$ cat src/rtl/if_fetch_unit_pkg.sv
// Shared fetch-stage types: machine word, instruction word and queue entry.
package cpuDefine;

    localparam int unsigned XLEN_DEF     = 32;
    localparam logic [31:0]  RESET_PC_DEF = 32'h1c00_0000;

    typedef logic [XLEN_DEF-1:0] DType;
    typedef logic [31:0]         Instr;

    typedef struct packed {
        DType pc;
        Instr instr;
    } FetchEntry;

endpackage

$ cat src/rtl/fetch_fifo.sv
// Synchronous FIFO of fetch entries; flush has priority over push and pop.
// The head reads as zero whenever the FIFO is empty.
module fetch_fifo
    import cpuDefine::*;
#(
    parameter int unsigned DEPTH = 4,
    localparam int unsigned CW   = $clog2(DEPTH + 1),
    localparam int unsigned PW   = $clog2(DEPTH)
) (
    input  logic          clk,
    input  logic          reset,
    input  logic          push,
    input  logic          pop,
    input  logic          flush,
    input  FetchEntry     push_data,
    output FetchEntry     head,
    output logic [CW-1:0] count
);

    FetchEntry       mem [DEPTH];
    logic [PW-1:0]   wr_ptr;
    logic [PW-1:0]   rd_ptr;

    // Pointer and occupancy bookkeeping; pointers wrap naturally at DEPTH.
    always_ff @(posedge clk) begin
        if (!reset || flush) begin
            wr_ptr <= '0;
            rd_ptr <= '0;
            count  <= '0;
        end else begin
            if (push) wr_ptr <= wr_ptr + PW'(1);
            if (pop)  rd_ptr <= rd_ptr + PW'(1);
            count <= count + CW'(push) - CW'(pop);
        end
    end

    // Entry storage needs no reset; validity is tracked by count.
    always_ff @(posedge clk) begin
        if (reset && !flush && push) mem[wr_ptr] <= push_data;
    end

    // Head entry, forced to zero when empty.
    always_comb begin
        head = '0;
        if (count != '0) head = mem[rd_ptr];
    end

endmodule

$ cat src/rtl/if_fetch_unit.sv
// Decoupled instruction fetch: owns the fetch PC, issues in-order requests
// under a credit limit, queues responses with their PCs, and flushes on redirect.
module if_fetch_unit
    import cpuDefine::*;
#(
    parameter int unsigned     XLEN     = 32,
    parameter int unsigned     QDEPTH   = 4,
    parameter logic [XLEN-1:0] RESET_PC = XLEN'(RESET_PC_DEF)
) (
    input  logic            clk,
    input  logic            reset,
    output logic            imem_req_valid,
    input  logic            imem_req_ready,
    output logic [XLEN-1:0] imem_req_addr,
    input  logic            imem_resp_valid,
    input  logic [31:0]     imem_resp_instr,
    input  logic            redirect_valid,
    input  logic [XLEN-1:0] redirect_pc,
    output logic            out_valid,
    input  logic            out_ready,
    output logic [31:0]     out_instr,
    output logic [XLEN-1:0] out_pc
);

    localparam int unsigned CW = $clog2(QDEPTH + 1);

    logic [XLEN-1:0] fetch_pc;
    logic [XLEN-1:0] resp_pc;
    logic [CW-1:0]   q_count;
    logic [CW-1:0]   outstanding;
    logic [CW-1:0]   drop_cnt;
    logic [CW:0]     in_flight;
    logic [XLEN-1:0] redirect_target;
    logic            req_fire;
    logic            resp_fire;
    logic            push;
    logic            pop;
    FetchEntry       push_entry;
    FetchEntry       head;

    // Handshake and credit logic: queued plus outstanding never exceeds QDEPTH.
    always_comb begin
        in_flight       = {1'b0, q_count} + {1'b0, outstanding};
        redirect_target = redirect_pc & ~XLEN'(3);
        imem_req_valid  = reset && !redirect_valid && (in_flight < (CW+1)'(QDEPTH));
        imem_req_addr   = fetch_pc;
        req_fire        = imem_req_valid && imem_req_ready;
        resp_fire       = imem_resp_valid;
        push            = resp_fire && !redirect_valid && (drop_cnt == '0);
        out_valid       = (q_count != '0) && !redirect_valid;
        pop             = out_valid && out_ready;
        push_entry      = '0;
        push_entry.pc   = DType'(resp_pc);
        push_entry.instr = imem_resp_instr;
        out_instr       = head.instr;
        out_pc          = XLEN'(head.pc);
    end

    // PC and credit/drop counters; a redirect converts every response still
    // owed (minus one arriving now) into a response to be discarded.
    always_ff @(posedge clk) begin
        if (!reset) begin
            fetch_pc    <= RESET_PC;
            resp_pc     <= RESET_PC;
            outstanding <= '0;
            drop_cnt    <= '0;
        end else if (redirect_valid) begin
            fetch_pc    <= redirect_target;
            resp_pc     <= redirect_target;
            outstanding <= outstanding - CW'(resp_fire);
            drop_cnt    <= outstanding - CW'(resp_fire);
        end else begin
            if (req_fire) fetch_pc <= fetch_pc + XLEN'(4);
            outstanding <= outstanding + CW'(req_fire) - CW'(resp_fire);
            if (resp_fire) begin
                if (drop_cnt != '0) drop_cnt <= drop_cnt - CW'(1);
                else                resp_pc  <= resp_pc + XLEN'(4);
            end
        end
    end

    fetch_fifo #(
        .DEPTH (QDEPTH)
    ) u_queue (
        .clk       (clk),
        .reset     (reset),
        .push      (push),
        .pop       (pop),
        .flush     (redirect_valid),
        .push_data (push_entry),
        .head      (head),
        .count     (q_count)
    );

endmodule

$ cat config.mk
export PLATFORM = sky130hd
export DESIGN_NAME = if_fetch_unit
export DESIGN_NICKNAME = d
export VERILOG_FILES = /design/src/rtl/if_fetch_unit_pkg.sv /design/src/rtl/fetch_fifo.sv /design/src/rtl/if_fetch_unit.sv
export SDC_FILE = /design/constraint.sdc
export NUM_CORES = 1
export LEC_CHECK = 0
export CORE_MARGIN = 3
export CORE_UTILIZATION = 45
export CTS_BUF_LIST = sky130_fd_sc_hd__clkbuf_8 sky130_fd_sc_hd__clkbuf_16
export CTS_CLUSTER_DIAMETER = 150
export DETAILED_ROUTE_END_ITERATION = 10
export GPL_ROUTABILITY_DRIVEN = 0
export PLACE_DENSITY_LB_ADDON = 0.12
export SLEW_MARGIN = 20
export SYNTH_ARGS = -nofsm -noshare
export SYNTH_HDL_FRONTEND = slang
export SYNTH_HIERARCHICAL = 1
export SYNTH_SLANG_ARGS = --single-unit
$ cat constraint.sdc
create_clock -name clk -period 7.2 [get_ports clk]
set_clock_uncertainty 0.15 [all_clocks]
set_input_delay 0.72 -clock clk [delete_from_list [all_inputs] [get_ports clk]]
set_output_delay 0.72 -clock clk [all_outputs]
set_load 0.02 [all_outputs]
# Yosys cells after proc, flatten, opt, wreduce, memory -nomap -nowiden
# Memories as Yosys holds them, arrays and structs flattened. A register that Yosys moved wholly into a read port is not among the register bits.
# Index checks and enable logic that the tools add are counted.
[word_totals] reg_bits=77 ram_bits=256 elab_cells=60 n_memories=1
[classes] add_sub_neg=11 order_cmp=1 n_eq_ne=1 muxes=14 bitwise_logic=2 n_reduce_logical=21
[mem_list] memory="u_queue.mem" depth=4 width=64 rd=1 rd_clocked_by_memory_dff=1 write_ports=1 line_no="fetch_fifo.sv:20" source="FetchEntry mem [DEPTH];"
[ops] op="32-bit two-way mux" n=5
[ops] op="32-bit by 3-bit adder with 32-bit output (second input constant)" n=2
[ops] op="64-bit two-way mux" n=1
[ops] op="3-bit two-way mux" n=4
[ops] op="3-bit by 1-bit subtractor with 3-bit output" n=3
[ops] op="1-bit logical AND" n=8
[ops] op="3-bit by 1-bit adder with 3-bit output" n=2
[ops] op="2-bit AND reduction" n=3
[ops] op="2-bit nonzero test" n=3
[ops] op="3-bit nonzero test" n=2
[ops] op="2-bit by 1-bit adder with 2-bit output (second input constant)" n=2
[ops] op="3-bit by 3-bit adder with 4-bit output" n=1
[ops] op="4-bit by 3-bit < comparator with 1-bit output (second input constant)" n=1
[ops] op="2-bit two-way mux" n=2
[ops] op="3-bit logical NOT" n=1
[ops] op="3-bit by 1-bit subtractor with 3-bit output (second input constant)" n=1
[ops] op="1-bit logical NOT" n=2
[ops] op="1-bit two-way mux" n=2
[ops] op="2-bit != test (second input constant)" n=1
[ops] op="1-bit inverter" n=2
[ops] op="2-bit OR reduction" n=1
[ops] op="1-bit logical OR" n=1

# Depth between registers and ports, before layout
# Gate-level depths: netlist of the first run.
[depth] ltp_word=7 mapped_depth=13 depth_no_buf=12

# By module
# Netlist of the first run, hierarchy kept.
[modules_own_cells] mod="fetch_fifo" instances=1 cells_per_inst=448 area_each_um2=10183.5 seq_area_each_um2=7867.5
[modules_own_cells] mod="if_fetch_unit" instances=1 cells_per_inst=465 area_each_um2=3688.5 seq_area_each_um2=1321.3

# Worst setup path before layout of the first run
# OpenSTA, ideal clock, no wires.
[synth_timing] path_type="input to register" from="input redirect_valid" to="memory u_queue/mem[0][0] (netlist name) (enable)" setup_ps=429 arrival_time_ps=3233 required_time_ps=6621 path_slack_ps=3388 stages=5 path_buffers=3 path_cell_list="clkbuf_1 clkbuf_1 buf_1 nor2_1 and3_1"
[synth_between] elab_chain_cells=6 elab_cells_between_ends=7
[synth_lines] element="start: declaration" line_no="if_fetch_unit.sv:17" source="input logic redirect_valid,"
[synth_lines] element="1-bit logical NOT" line_no="if_fetch_unit.sv:49" source="push = resp_fire && !redirect_valid && (drop_cnt == '0);"
[synth_lines] element="1-bit logical AND (2 in a row)" line_no="if_fetch_unit.sv:49"
[synth_lines] element="net push" line_no="if_fetch_unit.sv:36" source="logic push;"
[synth_lines] element="1-bit logical AND" line_no="fetch_fifo.sv:39" source="if (reset && !flush && push) mem[wr_ptr] <= push_data;"
[synth_lines] element="1-bit two-way mux" line_no="fetch_fifo.sv:39"
[synth_lines] element="1-bit two-way mux (not written as such)" line_no="fetch_fifo.sv:39"
[synth_lines] element="end: declaration" line_no="fetch_fifo.sv:20"
# The timed path passes the listed nets, and every way through them passes these cells.

==> impl_table.tex, run 1 <==
\begin{tabular}{lr}
\hline
Metric & Value \\
\hline
\multicolumn{2}{l}{\textbf{STA}} \\
\quad Worst slew margin & 0.283 \\
\quad Count of pins over their slew limit & 0 \\
\quad Portion of the clock cycle consumed by the worst path in the final layout & 0.581 \\
\quad RSZ-0062 raised after global routing & no \\
\quad Post-route worst hold slack & 0.390 ns \\
\quad Least setup slack across all paths after layout & 3.02 ns \\
\quad Setup violation total in the final timing report & 0 \\
\quad Tmin final & 4.18 ns \\
\quad Total Negative Setup Slacks & 0 ns \\
\quad Worst Max-Slew Pin Slew & 1.08 ns \\
\quad Final-report hold violation count & 0 \\
\quad Maximum operating frequency & between 200 and 250 MHz \\
\multicolumn{2}{l}{\textbf{Layout}} \\
\quad Fill cell total of the finished layout & approximately 2,400 \\
\quad Post-layout utilization of the core & 0.562 \\
\quad Syn-to-layout area delta & 21.7\% \\
\quad Layout cell share with drive strength beyond 1 & 0.118 \\
\quad Total number of nets in the final design & about 1,200 \\
\quad Flip-flop and latch area & between 9000 and 10,000 um2 \\
\quad Total area of multi-input combinational cells & $\sim$4400 um2 \\
\quad Number of diodes & 0 \\
\multicolumn{2}{l}{\textbf{Clock tree}} \\
\quad CTS buffer count & 36 \\
\quad Setup Buffers After CTS & 0 \\
\quad TritonCTS clock tree & yes \\
\quad Clock network latency to the later pin of the worst-skew pair & 0.51 ns \\
\quad Clock Root Buffer & sky130\_fd\_sc\_hd\_\_clkbuf\_16 \\
\quad Clock Sinks & between 300 and 400 \\
\quad Resized cells post-CTS & 0 \\
\quad Buffer depth of the longest clock path & 3 \\
\quad Quantity of hold-fixing buffers added after cts & 0 \\
\quad CTS clk-pin slew, worst paths & 0.06 ns \\
\quad Maximum level of the CTS H-tree & 2 \\
\multicolumn{2}{l}{\textbf{Placement}} \\
\quad Half-perimeter wire length after placement & between 15 and 20 mm \\
\quad Pre-CTS setup slack & 2.64 ns \\
\quad Port Buffers & roughly 160 \\
\multicolumn{2}{l}{\textbf{Setup path}} \\
\quad Launch point of the worst reg-to-reg path & u\_queue/count[2] \\
\quad Maximum fanout encountered on the critical timing path & 36 \\
\quad Required time worst endpoint & 6.33 ns \\
\quad Slowest cell delay on critical path & 0.84 ns \\
\quad Kind of launch point of the worst setup path & flip-flop \\
\quad Arr. time, crit path & 3.31 ns \\
\quad Sort of element at the end of the critical path & output pin \\
\quad Gate family responsible for the most delay along the worst path & buffers and inverters \\
\quad Slowest stage cell on the critical path & sky130\_fd\_sc\_hd\_\_dfxtp\_4 \\
\quad Cell Chain, Critical Path & buf\_4 > mux4\_2 > and2\_1 > clkdlybuf4s50\_1 \\
\quad Number of buffers and inverters on the critical path & 2 \\
\quad Category of the most critical setup path & reg2out \\
\multicolumn{2}{l}{\textbf{Power}} \\
\quad Sequential share of power & 0.522 \\
\quad Switching part of the total power & 0.221 \\
\quad Part of the power in combinational logic & 0.075 \\
\quad Power dissipated by switching net loads & 0.908 mW \\
\quad Power Density & 243 nW/um2 \\
\quad Worst ir drop on vdd & about 0.00016 V \\
\quad Leakage power figure & 5.50 nW \\
\quad Tot Pwr & 4.11 mW \\
\quad Internal power summed over all cells & 3.20 mW \\
\quad Proportion of power drawn by the clock network & 0.403 \\
\multicolumn{2}{l}{\textbf{Logic synthesis}} \\
\quad Gate count after technology mapping & around 910 \\
\quad Netlist cell types & 60 \\
\quad Part of the Yosys area used for sequential elements & 0.662 \\
\quad Synth Area in Simple Gates & 0.103 \\
\quad Cell type with the highest aggregate area in the netlist & sky130\_fd\_sc\_hd\_\_edfxtp\_1 \\
\quad Area share of fa/ha/maj cells after synthesis & 0.0173 \\
\quad Share of synthesized registers carrying an async set or reset & 0 \\
\quad Portion of synthesized cell area occupied by the leading cell type & 0.554 \\
\quad Share of cell area taken by muxes after synthesis & 0.108 \\
\quad Flip-flop and latch count after synthesis & between 300 and 400 \\
\quad Main area contributors after synthesis & sky130\_fd\_sc\_hd\_\_edfxtp\_1 55\%, sky130\_fd\_sc\_hd\_\_dfxtp\_1 11\%, sky130\_fd\_sc\_hd\_\_mux4\_2 9.7\% \\
\quad Fraction of the mapped netlist area in compound gates & 0.0500 \\
\quad Number of flops mapped to enable cells by yosys & 256 \\
\quad Leading cell types by count after synthesis & 256 x sky130\_fd\_sc\_hd\_\_edfxtp\_1, 75 x sky130\_fd\_sc\_hd\_\_dfxtp\_1, 72 x sky130\_fd\_sc\_hd\_\_and2\_1 \\
\quad Dominant cell by count in the synthesized netlist & sky130\_fd\_sc\_hd\_\_edfxtp\_1 \\
\quad Post-Syn Area per Cell & around 15 um2 \\
\quad Yosys Warn Count & 6 \\
\quad Most common flop cell mapped by yosys & sky130\_fd\_sc\_hd\_\_edfxtp\_1 \\
\quad Fraction of synthesized cell area in xor and xnor cells & 0.0308 \\
\quad Combinational family with the most area after synthesis & multiplexers \\
\quad Cell area after synthesis & around 14,000 um2 \\
\multicolumn{2}{l}{\textbf{Global routing}} \\
\quad Maximum number of pins on one net before global-route repair & 65 \\
\quad Number of global-route vias before repair & between 8,000 and 9,000 \\
\quad GRT Residual Overflow & 0 \\
\quad Overall track demand over capacity in global routing & 0.180 \\
\quad Number of antenna violations at the first check in global routing & 1 \\
\quad Global-route wire length before repair & 46.9 mm \\
\multicolumn{2}{l}{\textbf{Die}} \\
\quad Area of the core & 30,000 um2 \\
\quad Vert. Die Dim & 182 um \\
\quad Initial cell density of the core & 0.462 \\
\quad Die outline area & 33,000 um2 \\
\quad Die X-Extent & $\sim$180 um \\
\quad Ports & 168 \\
\quad Std-Cell Rows & 63 \\
\multicolumn{2}{l}{\textbf{Routing}} \\
\quad Starting DRT DRC Count & 544 \\
\quad Number of design rule violations left after detail routing & 0 \\
\quad Detailed-router iteration count before antenna repair & 5 \\
\quad Via total after detailed routing & 8,197 \\
\quad Routed via count divided by cell count & 5.47 \\
\quad Total Wirelength & about 30 mm \\
\quad Detail Route Antenna Nets & 0 \\
\quad Routed wire per std cell & roughly 20 um \\
\multicolumn{2}{l}{\textbf{Flow run}} \\
\quad Max-cap check violation count & 0 \\
\multicolumn{2}{l}{\textbf{Outcome}} \\
\quad Outcome & finished clean \\
\multicolumn{2}{l}{\textbf{Hold path}} \\
\quad Worst min-delay path category & reg2reg \\
\quad Origin of the worst min-delay path & resp\_pc[27] \\
\hline
\end{tabular}
-- kinds of logic after synthesis --
| family | after synthesis |
|---|---|
| fa+ha+maj | 18 |
| flops | 331 |
| compound gates | 122 |
| buf+inv | 71 |
| simple gates | 255 |
| mux | 68 |
| other cells | 1 |
| xor+xnor | 47 |
-- worst reg2reg max path: cells and delay by family, from the launching register on --
kind,cells,cell delay [ns]
compound gates,1,0.19
xor+xnor,2,0.29
fa+ha+maj,4,1.18
buf+inv,2,0.31
flops,1,0.40
simple gates,3,0.96
-- through the flow --
step | instance area, um2 | std cells
2_1_floorplan | 13900 | 922
3_3_place_gp | 15800 | 1436
3_5_place_dp | 15800 | 1436
4_1_cts | 16900 | 1499
5_1_grt | 16900 | 1499
6_report | 16900 | 1499
-- sequential cells by signal, summed over array words and instances, names as in the netlist, named ones only --
name and cells:
u_queue/rd_ptr 2, resp_pc 30, drop_cnt 3, u_queue/wr_ptr 2, imem_req_addr 30, u_queue/mem 256, u_queue/count 3, outstanding 3
-- power groups by stage --
stage	Combinational (mW)	Sequential, mW	Clock, mW
after global routing	0.338	2.15	1.79
after global placement	0.308	2.19	0
after floorplan	0.157	2.18	0
after CTS	0.312	2.15	1.70
final	0.308	2.15	1.65
after detailed placement	0.311	2.19	0
-- final timing paths --
path	slack, ns	cells past startpoint	endpoint
max	3.02	4	out_pc[12]
min	0.39	0	u_queue/mem[0][59]
max reg2reg	3.62	12	outstanding[2]
min reg2reg	0.39	0	u_queue/mem[0][59]
-- cell type report --
| class | count | area share |
|---|---|---|
| Sequential cell | 331 | 0.545 |
| Multi-Input combinational cell | 520 | 0.258 |
| Timing Repair Buffer | 169 | 0.0993 |
| Clock buffer | 40 | 0.0573 |
| Tap cell | 390 | 0.0289 |
| Clock inverter | 23 | 0.00615 |
| Inverter | 26 | 0.00578 |
-- layer usage --
layer  up-vias  track usage  part of all wire  routed length (um)
li1       3847            -                 -                   -
met1      4080        0.265              0.46               13900
met2       226        0.282              0.46               13800
met3        42       0.0339             0.055                1660
met4         2       0.0405             0.016                 488
met5         -            0           0.00044                  13
-- placed cells by master (no fill, tap or decap), types with 3 or more instances in the layout --
cell	n
sky130_fd_sc_hd__mux4_1	4
sky130_fd_sc_hd__o21a_1	4
sky130_fd_sc_hd__and3_4	4
sky130_fd_sc_hd__and2_1	72
sky130_fd_sc_hd__dfxtp_1	73
sky130_fd_sc_hd__clkdlybuf4s50_1	163
sky130_fd_sc_hd__clkinv_2	6
sky130_fd_sc_hd__o311ai_0	3
sky130_fd_sc_hd__o21ai_0	41
sky130_fd_sc_hd__clkinv_1	5
sky130_fd_sc_hd__mux2i_1	3
sky130_fd_sc_hd__xor2_1	31
sky130_fd_sc_hd__conb_1	10
sky130_fd_sc_hd__clkbuf_8	3
sky130_fd_sc_hd__a21oi_1	50
sky130_fd_sc_hd__and4_1	7
sky130_fd_sc_hd__a31oi_1	9
sky130_fd_sc_hd__xnor2_1	15
sky130_fd_sc_hd__nand2_1	40
sky130_fd_sc_hd__or3_1	4
sky130_fd_sc_hd__edfxtp_1	256
sky130_fd_sc_hd__buf_4	6
sky130_fd_sc_hd__clkbuf_16	37
sky130_fd_sc_hd__nor4_1	9
sky130_fd_sc_hd__inv_1	35
sky130_fd_sc_hd__nor3_1	13
sky130_fd_sc_hd__ha_1	16
sky130_fd_sc_hd__nor2_1	28
sky130_fd_sc_hd__and3_1	9
sky130_fd_sc_hd__nand4_1	25
sky130_fd_sc_hd__nand3_1	27
sky130_fd_sc_hd__nor2b_1	3
sky130_fd_sc_hd__mux4_2	60
(Power assumes the default switching activity.)
==> inputs of run 2 (changes only) <==
==> constraint.sdc (replaced) <==
create_clock -name clk -period 4.26 [get_ports clk]
set_clock_uncertainty 0.15 [all_clocks]
set_input_delay 0.426 -clock clk [delete_from_list [all_inputs] [get_ports clk]]
set_output_delay 0.426 -clock clk [all_outputs]
set_load 0.02 [all_outputs]
==> impl_table.tex, run 2 (synthesis gave the netlist of run 1 again) <==
\begin{tabular}{lr}
\hline
Metric & Value \\
\hline
\multicolumn{2}{l}{\textbf{Setup path}} \\
\quad Slowest stage cell on the critical path & sky130\_fd\_sc\_hd\_\_dfxtp\_4 \\
\quad Slowest cell delay on critical path & 0.72 ns (-0.12 ns) \\
\quad Required time worst endpoint & 3.68 ns (-2.65 ns) \\
\quad Category of the most critical setup path & reg2out \\
\quad Arr. time, crit path & 2.89 ns (-0.42 ns) \\
\quad Sort of element at the end of the critical path & output pin \\
\quad Kind of launch point of the worst setup path & flip-flop \\
\quad Maximum fanout encountered on the critical timing path & 27 (-25\%) \\
\quad Cell Chain, Critical Path & buf\_4 > mux4\_2 > and2\_1 > clkdlybuf4s50\_1 \\
\quad Number of cells on the worst reg-to-reg path & 12 (unchanged) \\
\multicolumn{2}{l}{\textbf{Routing}} \\
\quad Number of design rule violations left after detail routing & 0 (unchanged) \\
\quad Via total after detailed routing & 8,232 (+0.43\%) \\
\quad Detail Route Antenna Nets & 0 (unchanged) \\
\quad Routed via count divided by cell count & 5.43 (-0.63\%) \\
\quad Starting DRT DRC Count & 556 (+2.2\%) \\
\quad Detailed-router iteration count before antenna repair & 5 (unchanged) \\
\quad Routed wire per std cell & 20.0 um (+0.40\%) \\
\quad Total Wirelength & 30.3 mm (+1.5\%) \\
\multicolumn{2}{l}{\textbf{Placement}} \\
\quad Pre-CTS setup slack & 0.823 ns (-1.82 ns) \\
\quad Port Buffers & 163 (unchanged) \\
\quad Half-perimeter wire length after placement & 19.4 mm (+8.1\%) \\
\multicolumn{2}{l}{\textbf{Flow run}} \\
\quad Max-cap check violation count & 0 (unchanged) \\
\multicolumn{2}{l}{\textbf{Layout}} \\
\quad Most frequent cells in the layout & 256 x sky130\_fd\_sc\_hd\_\_edfxtp\_1, 163 x sky130\_fd\_sc\_hd\_\_clkdlybuf4s50\_1, 73 x sky130\_fd\_sc\_hd\_\_dfxtp\_1 \\
\quad Largest register by flop count & u\_queue/mem \\
\quad Syn-to-layout area delta & 23.5\% \\
\quad Number of diodes & 0 (unchanged) \\
\quad Leading cell type in the layout, fill and taps excluded & sky130\_fd\_sc\_hd\_\_edfxtp\_1 \\
\quad Layout cell share with drive strength beyond 1 & 0.133 (+0.0152) \\
\quad Post-layout utilization of the core & 0.571 (+0.00837) \\
\quad Total number of nets in the final design & 1,187 (+1.3\%) \\
\quad Flip-flop count of the largest register after layout & 256 (unchanged) \\
\multicolumn{2}{l}{\textbf{Power}} \\
\quad Worst ir drop on vdd & 0.000239 V (+54\%) \\
\quad Power Density & 417 nW/um2 (+71\%) \\
\quad Leakage power figure & 5.61 nW (+2.0\%) \\
\multicolumn{2}{l}{\textbf{STA}} \\
\quad Portion of the clock cycle consumed by the worst path in the final layout & 0.814 \\
\quad Maximum operating frequency & 289 MHz \\
\quad Worst Max-Slew Pin Slew & 0.894 ns (-0.182 ns) \\
\quad Count of pins over their slew limit & 0 (unchanged) \\
\quad Final-report hold violation count & 0 (unchanged) \\
\quad Tmin final & 3.47 ns \\
\quad Post-route worst hold slack & 0.372 ns (-0.0184 ns) \\
\quad Total Negative Setup Slacks & 0 ns (unchanged) \\
\quad Worst slew margin & 0.401 (+0.118) \\
\quad Setup violation total in the final timing report & 0 (unchanged) \\
\quad Least setup slack across all paths after layout & 0.794 ns (-2.23 ns) \\
\quad RSZ-0062 raised after global routing & no \\
\multicolumn{2}{l}{\textbf{Clock tree}} \\
\quad CTS buffer count & 36 (unchanged) \\
\quad Buffer depth of the longest clock path & 3 (unchanged) \\
\quad Clock network latency to the later pin of the worst-skew pair & 0.49 ns (-0.02 ns) \\
\quad TritonCTS clock tree & yes \\
\quad Setup Buffers After CTS & 0 (unchanged) \\
\quad Clock Root Buffer & sky130\_fd\_sc\_hd\_\_clkbuf\_16 \\
\quad Quantity of hold-fixing buffers added after cts & 0 (unchanged) \\
\quad Maximum level of the CTS H-tree & 2 (unchanged) \\
\quad Resized cells post-CTS & 0 (unchanged) \\
\quad Clock Sinks & 331 (unchanged) \\
\quad CTS clk-pin slew, worst paths & 0.06 ns (about the same) \\
\multicolumn{2}{l}{\textbf{Die}} \\
\quad Std-Cell Rows & 63 (unchanged) \\
\quad Vert. Die Dim & 182 um (unchanged) \\
\quad Area of the core & 30,000 um2 (unchanged) \\
\quad Die X-Extent & 182 um (unchanged) \\
\quad Ports & 168 (unchanged) \\
\quad Initial cell density of the core & 0.462 (unchanged) \\
\quad Die outline area & 33,000 um2 (unchanged) \\
\multicolumn{2}{l}{\textbf{Global routing}} \\
\quad Global-route wire length before repair & 48.3 mm (+2.9\%) \\
\quad Maximum number of pins on one net before global-route repair & 65 (unchanged) \\
\quad Number of antenna violations at the first check in global routing & 1 (unchanged) \\
\quad Overall track demand over capacity in global routing & 0.185 (+0.00518) \\
\quad GRT Residual Overflow & 0 (unchanged) \\
\quad Number of global-route vias before repair & 8,312 (-0.084\%) \\
\multicolumn{2}{l}{\textbf{Hold path}} \\
\quad Instance count along the most critical hold path & 2 (+2) \\
\quad Worst min-delay path category & reg2reg \\
\multicolumn{2}{l}{\textbf{Outcome}} \\
\quad Outcome & finished clean \\
\hline
\end{tabular}
==> run 2: stage by stage <==
stage	instances	area [um2]	total power, mW
finish	1515	17100	7.15
global route	1515	17100	7.42
CTS	1515	17100	7.23
detailed placement	1451	16000	4.22
global placement	1451	16000	4.22
floorplan	922	13900	3.96
==> run 2: report_power, final <==
group          internal (mW)  switching [mW]
combinational          0.250           0.277
sequential              3.54          0.0847
clock                   1.81            1.18
total                   5.60            1.54
==> run 2: worst paths after layout <==
kind / startpoint / end / slack [ns]
min: u_queue/rd_ptr[1] / flip-flop / 0.37
min reg2reg: u_queue/rd_ptr[1] / flip-flop / 0.37
max reg2reg: u_queue/count[2] / outstanding[2] / 1.11
max: flip-flop / out_instr[6] / 0.79
==> run 2: worst max-delay path: cells and delay by family, from the launching register on <==
family / cells / cell delay, ns
flops: 1 / 0.72
simple gates: 1 / 0.17
mux: 1 / 0.55
buf+inv: 2 / 0.93
==> run 2: final cells by class <==
| type | instances | area [um2] |
|---|---|---|
| multi-input combinational | 520 | 4350 |
| fill | 2447 | 12900 |
| tap | 390 | 488 |
| clock inverter | 20 | 138 |
| timing repair buffer | 184 | 1840 |
| clock buffer | 44 | 1020 |
| sequential | 331 | 9200 |
| inverter | 26 | 97.6 |
==> run 2: routing by layer <==
layer | up-vias | routed length [um] | GRT usage
met4 | 2 | 364 | 0.0338
met1 | 4100 | 14000 | 0.268
met3 | 36 | 1630 | 0.0349
met2 | 216 | 14300 | 0.298
met5 | - | 13 | 0
li1 | 3878 | - | -
